[config.mk]
export PLATFORM = sky130hd
export DESIGN_NAME = fetch_stage_flat
export DESIGN_NICKNAME = d
export VERILOG_FILES = /design/src/rtl/fetch_stage_if.sv /design/src/rtl/fetch_stage.sv /design/src/flat_wrapper.sv
export SDC_FILE = /design/constraint.sdc
export NUM_CORES = 1
export LEC_CHECK = 0
export ABC_AREA = 0
export BUFFER_PORTS_ARGS = -buffer_cell sky130_fd_sc_hd__buf_4
export CAP_MARGIN = 20
export CORE_AREA = 2 2 175 177
export CTS_BUF_LIST = sky130_fd_sc_hd__clkbuf_8
export DETAILED_ROUTE_END_ITERATION = 10
export DIE_AREA = 0 0 177 179
export SLEW_MARGIN = 0
export SYNTH_ARGS = -nofsm -noshare
export SYNTH_HDL_FRONTEND = slang
export SYNTH_SLANG_ARGS = --single-unit
[constraint.sdc]
create_clock -name clk -period 3.2 [get_ports clk]
set_clock_uncertainty 0.2 [all_clocks]
set_input_delay 0.48 -clock clk [delete_from_list [all_inputs] [get_ports clk]]
set_output_delay 0.48 -clock clk [all_outputs]
set_load 0.02 [all_outputs]
[src/rtl/fetch_stage_if.sv]
// rtl/fetch_stage_if.sv - instruction-memory req/gnt/rvalid bus between fetch and imem
interface fetch_stage_if;
   logic        imem_req;
   logic [31:0] imem_addr;
   logic        imem_gnt;
   logic        imem_rvalid;
   logic [31:0] imem_rdata;

   modport master (output imem_req, imem_addr, input imem_gnt, imem_rvalid, imem_rdata);
   modport slave  (input imem_req, imem_addr, output imem_gnt, imem_rvalid, imem_rdata);
endinterface

[src/rtl/fetch_stage.sv]
// rtl/fetch_stage.sv - RV32I fetch stage with single-outstanding imem port and IF/ID register
module fetch_stage #(
   parameter logic [31:0] RESET_PC  = 32'h0000_0000,
   parameter logic [31:0] NOP_INSTR = 32'h0000_0013
) (
   input  logic          clk,
   input  logic          rst,
   input  logic          stall_f,
   input  logic          flush_d,
   input  logic          pc_src,
   input  logic [31:0]   pc_target,
   fetch_stage_if.master imem,
   output logic [31:0]   instr_d,
   output logic [31:0]   pc_d,
   output logic [31:0]   pc_plus4_d,
   output logic          valid_d
);
   typedef enum logic [1:0] {IDLE, REQ, WAIT, HOLD} state_t;

   state_t      state;
   logic [31:0] pc_f;
   logic [31:0] skid_word;
   logic        skid_v;
   logic        kill;
   logic [31:0] target_al;
   logic [31:0] pc_next4;

   assign target_al = pc_target & ~32'd3;
   assign pc_next4  = pc_f + 32'd4;

   always_ff @(posedge clk) begin
      if (rst) begin
         state          <= IDLE;
         pc_f           <= RESET_PC;
         kill           <= 1'b0;
         skid_v         <= 1'b0;
         skid_word      <= NOP_INSTR;
         imem.imem_req  <= 1'b0;
         imem.imem_addr <= RESET_PC;
         instr_d        <= NOP_INSTR;
         pc_d           <= 32'd0;
         pc_plus4_d     <= 32'd4;
         valid_d        <= 1'b0;
      end else begin
         // IF/ID becomes a bubble unless a stall holds it or a load below overrides
         if (pc_src || flush_d || !stall_f) begin
            instr_d <= NOP_INSTR;
            valid_d <= 1'b0;
         end
         case (state)
            IDLE: begin
               state         <= REQ;
               imem.imem_req <= 1'b1;
               if (pc_src) begin
                  pc_f           <= target_al;
                  imem.imem_addr <= target_al;
               end else begin
                  imem.imem_addr <= pc_f;
               end
            end
            REQ: begin
               // a redirect cannot cancel the presented request, so its response is killed
               if (pc_src) begin
                  pc_f <= target_al;
                  kill <= 1'b1;
               end
               if (imem.imem_gnt) begin
                  state         <= WAIT;
                  imem.imem_req <= 1'b0;
               end
            end
            WAIT: begin
               if (imem.imem_rvalid) begin
                  if (kill || pc_src) begin
                     kill          <= 1'b0;
                     state         <= REQ;
                     imem.imem_req <= 1'b1;
                     if (pc_src) begin
                        pc_f           <= target_al;
                        imem.imem_addr <= target_al;
                     end else begin
                        imem.imem_addr <= pc_f;
                     end
                  end else if (stall_f) begin
                     skid_word <= imem.imem_rdata;
                     skid_v    <= 1'b1;
                     state     <= HOLD;
                  end else begin
                     if (!flush_d) begin
                        instr_d    <= imem.imem_rdata;
                        pc_d       <= pc_f;
                        pc_plus4_d <= pc_next4;
                        valid_d    <= 1'b1;
                     end
                     pc_f           <= pc_next4;
                     imem.imem_addr <= pc_next4;
                     imem.imem_req  <= 1'b1;
                     state          <= REQ;
                  end
               end else if (pc_src) begin
                  pc_f <= target_al;
                  kill <= 1'b1;
               end
            end
            HOLD: begin
               if (pc_src) begin
                  skid_v         <= 1'b0;
                  pc_f           <= target_al;
                  imem.imem_addr <= target_al;
                  imem.imem_req  <= 1'b1;
                  state          <= REQ;
               end else if (!stall_f && skid_v) begin
                  if (!flush_d) begin
                     instr_d    <= skid_word;
                     pc_d       <= pc_f;
                     pc_plus4_d <= pc_next4;
                     valid_d    <= 1'b1;
                  end
                  skid_v         <= 1'b0;
                  pc_f           <= pc_next4;
                  imem.imem_addr <= pc_next4;
                  imem.imem_req  <= 1'b1;
                  state          <= REQ;
               end
            end
            default: state <= IDLE;
         endcase
      end
   end
endmodule
[src/flat_wrapper.sv]
// flat-port wrapper written by rule: the top's interface ports become plain ports
module fetch_stage_flat 
#(
   parameter logic [31:0] RESET_PC  = 32'h0000_0000,
   parameter logic [31:0] NOP_INSTR = 32'h0000_0013
)
  (clk, rst, stall_f, flush_d, pc_src, pc_target, instr_d, pc_d, pc_plus4_d, valid_d, imem_imem_req, imem_imem_addr, imem_imem_gnt, imem_imem_rvalid, imem_imem_rdata);
  fetch_stage_if imem_i ();
  input  logic clk;
  input  logic rst;
  input  logic stall_f;
  input  logic flush_d;
  input  logic pc_src;
  input  logic [31:0] pc_target;
  output logic [31:0] instr_d;
  output logic [31:0] pc_d;
  output logic [31:0] pc_plus4_d;
  output logic valid_d;
  output wire logic [$bits(imem_i.imem_req)-1:0] imem_imem_req;
  output wire logic [$bits(imem_i.imem_addr)-1:0] imem_imem_addr;
  input wire logic [$bits(imem_i.imem_gnt)-1:0] imem_imem_gnt;
  input wire logic [$bits(imem_i.imem_rvalid)-1:0] imem_imem_rvalid;
  input wire logic [$bits(imem_i.imem_rdata)-1:0] imem_imem_rdata;
  assign imem_imem_req = imem_i.imem_req;
  assign imem_imem_addr = imem_i.imem_addr;
  assign imem_i.imem_gnt = imem_imem_gnt;
  assign imem_i.imem_rvalid = imem_imem_rvalid;
  assign imem_i.imem_rdata = imem_imem_rdata;
  fetch_stage #(.RESET_PC(RESET_PC), .NOP_INSTR(NOP_INSTR)) u_core (.clk(clk), .rst(rst), .stall_f(stall_f), .flush_d(flush_d), .pc_src(pc_src), .pc_target(pc_target), .imem(imem_i), .instr_d(instr_d), .pc_d(pc_d), .pc_plus4_d(pc_plus4_d), .valid_d(valid_d));
endmodule
# After elaboration in Yosys (flattened, before gate mapping)
# Index checks and enable logic that the tools add are counted.
[totals]
wordCells = 109
out_inout_bits = 130
reg_bits = 198
[classes]
n_eq_ne = 14
muxes = 64
add_sub_neg = 1
n_bitwise = 1
reduce_logical = 18
[op_table]
columns = ["operator", "count"]
rows = [
  ["2-to-1 mux 32 bit", 27],
  ["one-hot mux 32 bit (2 select lines)", 3],
  ["one-hot mux 32 bit (3 select lines)", 2],
  ["adder 32 x 3 -> 32 bit, second input constant", 1],
  ["2-to-1 mux 1 bit", 21],
  ["2-to-1 mux 2 bit", 6],
  ["!= test 2 bit, second input constant", 6],
  ["AND reduction 4 bit", 3],
  ["!= test 3 x 2 -> 1 bit, second input constant", 3],
  ["one-hot mux 2 bit (4 select lines)", 1],
  ["one-hot mux 1 bit (2 select lines)", 3],
  ["AND reduction 6 bit", 1],
  ["AND reduction 5 bit", 1],
  ["equality test 2 bit, second input constant", 2],
  ["!= test 4 x 3 -> 1 bit, second input constant", 1],
  ["one-hot mux 1 bit (4 select lines)", 1],
  ["AND reduction 2 bit", 2],
  ["nonzero test 2 bit", 2],
  ["logical OR 1 bit", 3],
  ["AND reduction 3 bit", 1],
  ["nonzero test 3 bit", 1],
  ["equality test 2 x 1 -> 1 bit, second input constant", 1],
  ["zero test 2 bit", 1],
  ["!= test 2 x 1 -> 1 bit, second input constant", 1],
  ["4 further kinds", 4],
]

# Longest topological paths before layout
# Gate-level depths: netlist (run 1).
[logic_depth]
ltp_word = 8
ltp_mapped = 11
mapped_depth_nobuf = 8

# Worst setup path before layout (run 1)
# OpenSTA, ideal clock, no wires.
[synth_timing]
path_kind = "register to register"
from = "reg u_core.pc_f[2]"
to = "reg u_core.pc_f[24]"
stages_incl_launch_ff = 9
t_required_ns = 2.930
period_less_slack_ns = 2.607
path_slack_ns = 0.593
arrival_ns = 2.337
cell_sequence = "dfxtp_1 ha_1 nand2_1 or4_1 buf_2 or4_4 a311oi_2 a221oi_1 a21oi_1"
[synth_via]
elab_chain_cells = 5
elab_cells_between_ends = 7
[synth_lines]
columns = ["item", "line", "source"]
rows = [
  ["from (decl)", "fetch_stage.sv:21", "logic [31:0] pc_f;"],
  ["from (signal assigned)", "fetch_stage.sv:55", "pc_f <= target_al;"],
  ["from (signal assigned)", "fetch_stage.sv:64", "pc_f <= target_al;"],
  ["from (signal assigned)", "fetch_stage.sv:79", "pc_f <= target_al;"],
  ["adder 32 x 3 -> 32 bit (*)", "fetch_stage.sv:29", "assign pc_next4 = pc_f + 32'd4;"],
  ["2-to-1 mux 32 bit", "fetch_stage.sv:84", "end else if (stall_f) begin"],
  ["2-to-1 mux 32 bit", "fetch_stage.sv:74", "if (kill || pc_src) begin"],
  ["2-to-1 mux 32 bit", "fetch_stage.sv:73", "if (imem.imem_rvalid) begin"],
  ["one-hot mux 32 bit (3 select lines) (*)", "fetch_stage.sv:50", "case (state)"],
]
# Mark *: on every way between the ends. The rest lies on a longest branch, timed or not. The select of a mux whose other input is x is not followed.
# A chain may end at the register's enable or synchronous reset.

# Final worst setup path (run 1)
[layout_timing]
from = "reg u_core.pc_f[12]"
to = "reg u_core.imem.imem_addr[24]"
[layout_via]
elab_chain_cells = 5
elab_cells_between_ends = 7
[layout_lines]
columns = ["item", "line", "source"]
rows = [
  ["adder 32 x 3 -> 32 bit (*)", "fetch_stage.sv:29", ""],
  ["2-to-1 mux 32 bit", "fetch_stage.sv:84", ""],
  ["2-to-1 mux 32 bit", "-", ""],
  ["2-to-1 mux 32 bit", "fetch_stage.sv:73", ""],
  ["one-hot mux 32 bit (3 select lines) (*)", "fetch_stage.sv:50", ""],
  ["to (signal assigned)", "fetch_stage.sv:56", "imem.imem_addr <= target_al;"],
  ["to (signal assigned)", "fetch_stage.sv:80", "imem.imem_addr <= target_al;"],
  ["to (signal assigned)", "fetch_stage.sv:82", "imem.imem_addr <= pc_f;"],
  ["to (decl)", "fetch_stage_if.sv:9", "modport master (output imem_req, imem_addr, input imem_gnt, imem_rvalid, imem_rdata);"],
]
# Marks and branches as above.

==> results of run 1 <==
## through the flow
stage               hold slack [ns]  power, mW  setup slack (ns)
finish                       0.0399       5.16             0.386
global route                 0.0195       5.38             0.137
CTS                         0.00343       5.21             0.411
detailed placement            0.246       3.47             0.448
global placement              0.241       3.46             0.487
floorplan                     0.235       3.12             0.593
## flip-flops by register name, summed over array words and instances, names as in the netlist
register / flops
u_core.instr_d: 32
u_core.pc_f: 32
u_core.kill: 1
u_core.skid_word: 32
u_core.state: 2
u_core.valid_d: 1
u_core.pc_plus4_d: 32
u_core.pc_d: 30
u_core.imem.imem_req: 1
u_core.imem.imem_addr: 32
u_core.skid_v: 1
## routing by layer
| layer | vias to the layer above | track usage, % | part of all wire [%] |
|---|---|---|---|
| met5 | - | 0 | 0 |
| met4 | 0 | 7.47 | 2.5 |
| met3 | 56 | 6.11 | 9.3 |
| met2 | 497 | 36.7 | 45 |
| met1 | 5153 | 30.2 | 43 |
| li1 | 5199 | - | - |
## worst min-delay path, stage by stage
cell and delay [ns]:
buf_4 0.11, nand2_1 0.05, a21oi_1 0.05
## area by class of cell
cell class / count / area (µm²) / area share, %
inverters: 16 / 60.1 / 0.465
multi-input cells: 1008 / 5780 / 44.7
flip-flops and latches: 196 / 3920 / 30.4
clock buffers: 18 / 248 / 1.92
repair buffers: 288 / 2250 / 17.4
clock inverters: 14 / 164 / 1.27
well taps: 396 / 495 / 3.83
## cells by family (layout without fill, tap and decap cells)
group / Yosys count / count (layout) / share of synthesized area [%]
fa+ha+maj: 4 / 4 / 0.486
simple gates: 519 / 519 / 22.9
buf+inv: 156 / 336 / 5.98
xor+xnor: 55 / 55 / 4.68
mux: 14 / 14 / 1.43
compound gates: 416 / 416 / 26.3
flops: 196 / 196 / 38.1
## worst paths after layout
| check | cells past startpoint | startpoint | slack [ns] | end |
|---|---|---|---|---|
| max | 6 | u_core.pc_f[12] | 0.39 | u_core.imem.imem_addr[24] |
| min | 3 | imem_imem_rdata[18] | 0.04 | u_core.skid_word[18] |
| max reg2reg | 6 | u_core.pc_f[12] | 0.39 | u_core.imem.imem_addr[24] |
| min reg2reg | 2 | u_core.pc_d[18] | 0.26 | u_core.pc_d[18] |
## power by group
group          internal, mW  switching (mW)
combinational         0.335           0.499
clock                 0.681            1.03
sequential             2.52          0.0939
total                  3.53            1.63
## cells in the final DEF (no fill, tap or decap), types with 5 or more instances in the layout
master	instances
mux2_2	6
o21ai_0	74
dfxtp_1	196
a22oi_1	30
o311ai_0	9
nand2b_1	21
nor4_1	25
a31oi_1	30
and3_1	10
a21oi_1	121
nand4_1	17
or3_1	6
xnor2_1	35
xor2_1	20
nor3_1	33
inv_1	14
a22o_1	32
a211oi_1	27
o211ai_1	34
dlygate4sd3_1	20
nor2b_1	7
a221oi_1	9
clkbuf_8	18
nand3_1	32
buf_4	265
nand2_1	221
nor2_1	117
o221ai_1	5
o31ai_1	5
mux2i_1	8
==> results.yml, run 1 <==
status:
  outcome: "complete, no violations"
route:
  drt_first_pass_iters: 5
  viasPerCell: 5.63
  drc: 0
  drt_iter0_drc: 930
  ant_nets: 0
  wirelength_um: 36700
  drt-wirelength-per-cell_um: 19.0
  num_vias: 10900
global_route:
  grt_max_degree: 84
  first_global_vias: 10300
  grt.overflow.total: 0
  grt_pass1_wl_um: 57100
  antenna_found_initial: 0
  grt_usage_pct: 23.0
floorplan:
  die_w_um: 177
  die_h_um: 179
  core_area_mm2: 0.0300
  rows: 64
  io_pins: 201
  start_util_pct: 34.3
  design.die.area_mm2: 0.0317
cells_and_area:
  antenna_cells: 0
  synthToLayoutAreaGrowth_pct: 25.6
  fillCellCount: 3055
  final_cells: 1936
  final_area_mm2: 0.0129
  final_layout_size_suffix_gt1_share_pct: 21.0
  final_util_pct: 43.0
  fin_nets: 1602
clocking:
  cts_tree: "done"
  clk_pin_slew_ns: 0.12
  cts.sinks: 196
  cts_max_level: 4
  cts-root-buf: "clkbuf_8"
  cts_made_buffers: 17
  cts_hold_buf: 20
  clk_latency_ns: 0.49
  postCtsResizedCells: 0
  cts_setup_buffers: 0
  clock_path_buffers: 2
power_and_ir_drop:
  power_density_mw_per_mm2: 399
  peakVddDrop_mv: 0.284
  p_leak_nw: 4.87
logic_synthesis:
  ys_top_cells_by_count: "nand2_1 (221), dfxtp_1 (196), clkbuf_1 (122), a21oi_1 (121), nor2_1 (118)"
  syn_area_mm2: 0.0103
  synth_nets: 1435
  synth_cells: 1360
  synth_top_area_share_pct: 38.1
  synthFlopType: "dfxtp_1"
  ys_types: 62
  yosysMostFrequentCell: "nand2_1"
  syn_avg_cell_area_um2: 7.57
  ys_async_sr_fraction_pct: 0
  synth_top_area_cell: "dfxtp_1"
  synth-seq-cells: 196
  ys_warn_count: 0
  synth_area_leaders: "dfxtp_1 (38%), nand2_1 (8.1%), a21oi_1 (5.9%)"
  synth-edff-count: 0
  ys_seq_area_share_pct: 38.1
setup_path:
  start_kind: "register"
  cp_top_family: "simple AND/OR/NAND/NOR gates"
  worst-path-buf-inv: 0
  path_class: "register to register"
  endpoint_kind: "register"
  cpPeakStageDelay_ns: 0.65
  cp_max_fo: 10
  cp_cell_sequence: "nand4_4 > or4_1 > or4_4 > a311oi_2 > a221oi_1 > a21oi_1"
  critPathSlowestCell: "or4_1"
  worstPathRequired_ns: 3.42
  cp.arrival_ns: 3.04
timing:
  grt_setup_unrepaired: "false"
  drv_slew: 0
  max_slew_margin_pct: 40.7
  worst_pin_slew_ns: 0.882
  fin_crit_ns: 2.81
  fmax_mhz: 355
  setup_viol: 0
  hold_viol: 0
  setup_tns_ns: 0
  min_period_over_period_pct: 87.9
place:
  routabilityCongestion: 0.896
  postPlaceCellArea_mm2: 0.0123
  place_inst: 1884
  io_buffers: 198
  hpwl_um: 25000
min_path:
  hp-class: "input pin to register"
run:
  maxCapViolCount: 0
(Power assumes the default switching activity.)
==> inputs of run 2 (changes only) <==
Settings changed: RECOVER_POWER set to 25.
==> run 2 against run 1 <==
Effect of this change:
- critical path depth unchanged
- worst setup slack got worse by 0.0012 ns
- combinational power down 2%
- die area did not move
- final area down 2.3%
==> results.yml, run 2 (synthesis results as in run 1) <==
status:
  outcome: "complete, no violations"
cells_and_area:
  synthToLayoutAreaGrowth_pct: 22.7
  final_common_cell: "nand2_1"
  final_cells: 1936
  regArea_mm2: 0.00392
  final_layout_size_suffix_gt1_share_pct: 15.8
  multi_input_area_mm2: 0.00578
  fillCellCount: 3123
  final_cell_mix: "nand2_1 (221), dfxtp_1 (196), buf_4 (186)"
  fin_nets: 1602
  antenna_cells: 0
timing:
  hold_viol: 0
  fin_crit_ns: 2.82
  grt_setup_unrepaired: "false"
  setup_viol: 0
  hold_slack_ns: 0.0400
  fin_ws_ns: 0.385
  fmax_mhz: 355
  max_slew_margin_pct: 42.4
  worst_pin_slew_ns: 0.858
  setup_tns_ns: 0
  min_period_over_period_pct: 88.0
  drv_slew: 0
global_route:
  grt_max_degree: 84
  grt.overflow.total: 0
  grt_pass1_wl_um: 57100
  grt_usage_pct: 23.0
  first_global_vias: 10300
  antenna_found_initial: 0
setup_path:
  cp.arrival_ns: 3.04
  cp_max_fo: 10
  r2r_cells: 6
  worstPathRequired_ns: 3.42
  path_class: "register to register"
  reg2reg_from: "u_core.pc_f[12]"
  endpoint_kind: "register"
  start_kind: "register"
  startpoint: "u_core.pc_f[12]"
place:
  hpwl_um: 25000
  place_inst: 1884
  routabilityCongestion: 0.896
  pre_cts_ws_ns: 0.448
  io_buffers: 198
clocking:
  clk_pin_slew_ns: 0.12
  cts.sinks: 196
  postCtsResizedCells: 0
  cts_made_buffers: 17
  cts_tree: "done"
  clock_path_buffers: 2
  cts-root-buf: "clkbuf_8"
  cts_setup_buffers: 0
  cts_max_level: 4
  clk_latency_ns: 0.49
power_and_ir_drop:
  p_leak_nw: 4.54
  peakVddDrop_mv: 0.286
  power_density_mw_per_mm2: 408
route:
  drc: 0
  drt_first_pass_iters: 5
  viasPerCell: 5.57
  wirelength_um: 36800
  drt-wirelength-per-cell_um: 19.0
  ant_nets: 0
  num_vias: 10800
  drt_iter0_drc: 892
floorplan:
  die_w_um: 177
  design.die.area_mm2: 0.0317
  start_util_pct: 34.3
  core_area_mm2: 0.0300
  die_h_um: 179
  rows: 64
  io_pins: 201
min_path:
  hp-class: "input pin to register"
  hold_start: "imem_imem_rdata[18]"
  whs_path_depth: 3
run:
  maxCapViolCount: 0
run 2: per-stage QoR:
stage	total power [mW]	cell area, µm²	utilization, %
after floorplan	3.12	10300	-
after global placement	3.46	12300	41.0
after detailed placement	3.47	12300	41.0
after CTS	5.21	12900	43.0
final	5.15	12600	42.0
after global routing	5.36	12600	42.0
run 2: timing repair:
item | in CTS | in global routing
endpoints found under the setup margin | 0 | 0
hold buffers | 20 | 0
hold endpoints to repair | 20 | 0
run 2: area by class of cell:
type	instances	share of cell area, %
flip-flops and latches	196	31.1
repair buffers	288	15.5
inverters	16	0.476
clock inverters	14	1.30
multi-input cells	1008	45.8
clock buffers	18	1.96
well taps	396	3.92
run 2: critical path: stages, from the launching register on:
cell and delay, ns:
dfxtp_1 0.60, nand4_4 0.20, or4_1 0.65, or4_4 0.53
a311oi_2 0.33, a221oi_1 0.10, a21oi_1 0.16
run 2: routing by layer:
layer,vias up,wire [µm],track usage [%]
met1,5070,15900,30.2
met2,461,16700,36.7
met4,0,767,7.47
met5,-,0,0
met3,43,3470,6.11
li1,5207,-,-
run 2: power by group:
| group | switching (mW) | leakage [nW] | total [mW] | internal, mW |
|---|---|---|---|---|
| registers | 0.0923 | 1.59 | 2.61 | 2.52 |
| clock network | 1.04 | 0.208 | 1.72 | 0.682 |
| logic | 0.499 | 2.73 | 0.816 | 0.317 |
run 2: final timing paths:
check | to | slack, ns
setup reg to reg | u_core.imem.imem_addr[24] | 0.38
hold reg to reg | u_core.pc_d[18] | 0.26
hold / removal | u_core.skid_word[18] | 0.04
setup / recovery | u_core.imem.imem_addr[24] | 0.38
